`config.mk`:
```
export PLATFORM = sky130hd
export DESIGN_NAME = sw_input_ctrl
export DESIGN_NICKNAME = d
export VERILOG_FILES = /design/src/rtl/sw_input_ctrl.sv
export SDC_FILE = /design/constraint.sdc
export NUM_CORES = 1
export LEC_CHECK = 0
export BUFFER_PORTS_ARGS = -buffer_cell sky130_fd_sc_hd__buf_2
export CORE_UTILIZATION = 25
export DETAILED_ROUTE_END_ITERATION = 10
export REMOVE_ABC_BUFFERS = 1
export SETUP_SLACK_MARGIN = 0.3
export SLEW_MARGIN = 5
export SYNTH_ARGS = -nofsm -noshare
export SYNTH_HDL_FRONTEND = slang
export SYNTH_SLANG_ARGS = --single-unit
export TNS_END_PERCENT = 10
```
`constraint.sdc`:
```
create_clock -name clk -period 1.4 [get_ports clk]
set_input_delay 0.14 -clock clk [delete_from_list [all_inputs] [get_ports clk]]
set_output_delay 0.14 -clock clk [all_outputs]
set_load 0.005 [all_outputs]
```
`src/rtl/sw_input_ctrl.sv`:
```
// Slide-switch input controller: synchronises and debounces the raw switch bus,
// keeps a stable switch image with a sticky change flag, and serves handshake reads.
module sw_input_ctrl #(
  parameter int WIDTH           = 8,
  parameter int DEBOUNCE_CYCLES = 16
) (
  input  logic             clk,
  input  logic             reset,
  input  logic [WIDTH-1:0] sw,
  input  logic             rd_req,
  output logic             rd_ack,
  output logic [WIDTH-1:0] rd_data,
  output logic [WIDTH-1:0] stable_sw,
  output logic             changed
);

  localparam int CW = (DEBOUNCE_CYCLES > 1) ? $clog2(DEBOUNCE_CYCLES) : 1;
  localparam logic [CW-1:0] CNT_MAX = CW'(DEBOUNCE_CYCLES - 1);

  typedef enum logic [1:0] {
    IDLE,
    ACK,
    WAIT
  } state_t;

  logic [WIDTH-1:0] s1;
  logic [WIDTH-1:0] s2;
  logic [CW-1:0]    cnt [WIDTH];
  logic [WIDTH-1:0] upd;
  state_t           state;
  state_t           state_next;
  logic             load;

  // A bit is accepted once it has disagreed with the stable image for the full count.
  always_comb begin
    upd = '0;
    for (int i = 0; i < WIDTH; i++) begin
      upd[i] = (s2[i] != stable_sw[i]) && (cnt[i] == CNT_MAX);
    end
  end

  always_ff @(posedge clk) begin
    if (reset) begin
      s1        <= '0;
      s2        <= '0;
      stable_sw <= '0;
      for (int i = 0; i < WIDTH; i++) begin
        cnt[i] <= '0;
      end
    end else begin
      s1 <= sw;
      s2 <= s1;
      for (int i = 0; i < WIDTH; i++) begin
        if (s2[i] == stable_sw[i]) begin
          cnt[i] <= '0;
        end else if (upd[i]) begin
          stable_sw[i] <= s2[i];
          cnt[i]       <= '0;
        end else begin
          cnt[i] <= cnt[i] + CW'(1);
        end
      end
    end
  end

  always_ff @(posedge clk) begin
    if (reset) begin
      state <= IDLE;
    end else begin
      state <= state_next;
    end
  end

  always_comb begin
    state_next = state;
    load       = 1'b0;
    case (state)
      IDLE: begin
        if (rd_req) begin
          state_next = ACK;
          load       = 1'b1;
        end
      end
      ACK:  state_next = WAIT;
      WAIT: begin
        if (!rd_req) begin
          state_next = IDLE;
        end
      end
      default: state_next = IDLE;
    endcase
  end

  assign rd_ack = (state == ACK);

  // An update on the same edge as the ack keeps the flag set so no change is lost.
  always_ff @(posedge clk) begin
    if (reset) begin
      rd_data <= '0;
      changed <= 1'b0;
    end else begin
      if (load) begin
        rd_data <= stable_sw;
      end
      if (|upd) begin
        changed <= 1'b1;
      end else if (load) begin
        changed <= 1'b0;
      end
    end
  end

endmodule

```
==> impl_results.md <==
- Grt ovf: 0
- Avg WL per Cell: ~11 um
- Critical-path cell list: ha_4 -> nand3_4 -> buf_4 -> mux2i_1 -> nor2_1
- Mapped Avg Cell Area: 11.8 um^2
- First-pass GRT wire length: 8390 um
- Via density: 3.93
- Layout cell share with drive strength beyond 1: 27.4%
- Max Slew Vio Count: 0
- Crit Path Category: reg -> reg
- DIE HEIGHT: ~110 um
- Netlist cell types: 27
- Final setup fails: 0
- Worst-Skew Late Latency: between 0.3 and 0.4 ns
- RSZ-0062 raised after global routing: yes
- Initial Util: a little over a quarter
- CTS tree: yes
- Commonest non-fill, non-tap cell in the layout: nor2_1
- Commonest cells after routing, fill and taps aside: nor2_1 (48), dfxtp_1 (33), edfxtp_1 (32), conb_1 (32), buf_2 (28)
- Top Family by Delay on Critical Path: flip-flops
- PortBufs: 28
- Antenna Nets Post-Route: 0
- Synth warn: 0
- CTS buffer count: 9
- H-tree levels: 3
- Die span in x: roughly 110 um
- Fin Clk Skew: 0.00489 ns
- Die area: 11,400 um^2
- Root buf cell: clkbuf_8
- Max-cap violations: 0
- Critical Path Fanout Max: 4
- Clk sinks: 67
- Clk buf depth: 2
- Residual DRC count: 0
- Tmin final: 1.23 ns
- Clock transition at path regs: 0.07 ns
- Required time at the worst-slack endpoint: about 1.6 ns
- Delay of the slowest critical-path stage: around 0.45 ns
- Post-route clock period utilization: 87.8%
- Initial antenna violation count: 0
- Final Power: between 3000 and 4000 uW
- Final wirelength: 4920 um
- Maximum clock frequency: 814 MHz
- CP startpoint kind: register
- Total negative slack: 0 ns
- Flops & latches, synth: between 60 and 70
- Routed vias: 1,822
- Final-report hold violation count: 0
- Mapped Area: 2760 um^2
- DRT iter0 DRCs: 62
- Crit path capture type: register
- CP arrival: 1.44 ns
- Post-synthesis cell count: about 230
- Slowest CP cell: edfxtp_1
- Layout Area Growth over Synthesis: 33.4%
- CP bufs+invs: 1
- Dpl hpwl: 3240 um
- First drt pass iteration count: 3
- Num ports: 29
- GRT Util Overall: 9.54%
- Core Area: 10,500 um^2
- Gpl congestion: 0.717
- Final-stage net count: ~340
- Sequential-to-total area share from yosys stat: approximately three fifths
- ANT cells: 0
- Row count: 37
- Status: complete, no violations
- Peak supply drop: 0.000602 V
- Vias in the first global route: 1,850
- Hold Crit Class: in -> reg
- P_leak: ~0.0015 uW
- Largest net degree at the start of global routing: 17
- Power Density: 1040 nW/um^2
[area by class of cell]
| cell class | count | area, um^2 |
|---|---|---|
| fill | 1054 | 6830 |
| clock buffer | 13 | 159 |
| multi-input combinational | 189 | 1290 |
| tap | 136 | 170 |
| sequential | 67 | 1660 |
| inverter | 2 | 7.51 |
| clock inverter | 3 | 12.5 |
| timing repair buffer | 54 | 374 |
[report_power, final]
group	leakage (uW)	switching (uW)	internal (uW)
Combinational	0.000821	120	136
Sequential	0.000617	53.1	2120
Clock	0.0000885	658	726
[registers in the layout, summed over array words and instances (netlist names)]
name       count
changed        1
cnt           32
rd_data        8
s1             8
s2             8
stable_sw      8
state          2
[synthesized netlist by cell type]
cell	n	area share, %
buf_2	2	0.36
nand2b_1	1	0.23
o22ai_1	3	0.68
nand2_1	8	1.1
nor3b_2	1	0.45
clkbuf_8	1	0.50
inv_1	2	0.27
nand3b_1	1	0.27
edfxtp_1	32	35
conb_1	1	0.14
xor2_1	8	2.5
clkbuf_1	1	0.14
nand3_4	2	1.3
buf_6	2	0.82
o22ai_2	1	0.45
nor2b_1	17	3.9
mux2i_1	16	5.8
ha_1	8	3.6
nor2_1	49	6.7
dfxtp_1	35	25
a21oi_1	2	0.36
nand3_1	13	2.4
nand3_2	1	0.36
nor3_2	1	0.36
nor3_1	1	0.18
and3_1	8	1.8
xnor2_1	16	5.1
[logic make-up (layout without fill, tap and decap cells)]
logic type / count (synthesis) / in the layout / share of synthesized area (%)
AND/OR/NAND/NOR: 103 / 103 / 18.9
flip-flops: 67 / 67 / 60.3
other: 1 / 32 / 0.136
adder cells (fa/ha/maj): 8 / 8 / 3.63
AO/OA/AOI/OAI: 6 / 6 / 1.50
buffers and inverters: 8 / 72 / 2.09
XOR/XNOR: 24 / 24 / 7.63
multiplexers: 16 / 16 / 5.81
[timing repair]
action / CTS / global route
endpoints found under the hold margin: 3 / 0
endpoints found under the setup margin: 51 / 51
gates cloned: 0 / 0
setup buffers: 13 / 4
hold buffers: 3 / 0
pin swaps: 10 / 9
resized for setup: 19 / 14
[per-layer routing]
layer | vias to the layer above | share of wire (%) | track usage, %
met1 | 851 | 47 | 11.2
met4 | 0 | 1.3 | 4.40
met2 | 23 | 49 | 15.8
met3 | 6 | 2.6 | 3.10
li1 | 942 | - | -
met5 | - | 0 | 0
[stage by stage]
| step | instances | utilization (%) | hold slack (ns) | instance area, um^2 | setup WS (ns) |
|---|---|---|---|---|---|
| floorplan | 258 | - | 0.209 | 2820 | 0.0333 |
| global placement | 428 | 30.4 | 0.347 | 3190 | 0.0960 |
| detailed placement | 428 | 30.4 | 0.355 | 3190 | 0.0828 |
| CTS | 460 | 34.1 | 0.00968 | 3580 | 0.179 |
| global route | 464 | 35.0 | 0.0262 | 3680 | 0.0899 |
| finish | 464 | 35.0 | 0.0269 | 3680 | 0.171 |
[final timing paths]
path             start            to  slack [ns]  cells past startpoint
max          cnt[1][4]  stable_sw[5]        0.17                      5
min              sw[0]         s1[0]        0.03                      2
max reg2reg  cnt[1][4]  stable_sw[5]        0.17                      5
min reg2reg      s1[6]         s2[6]        0.43                      1
Note: power is estimated with default switching activity, not from simulation.
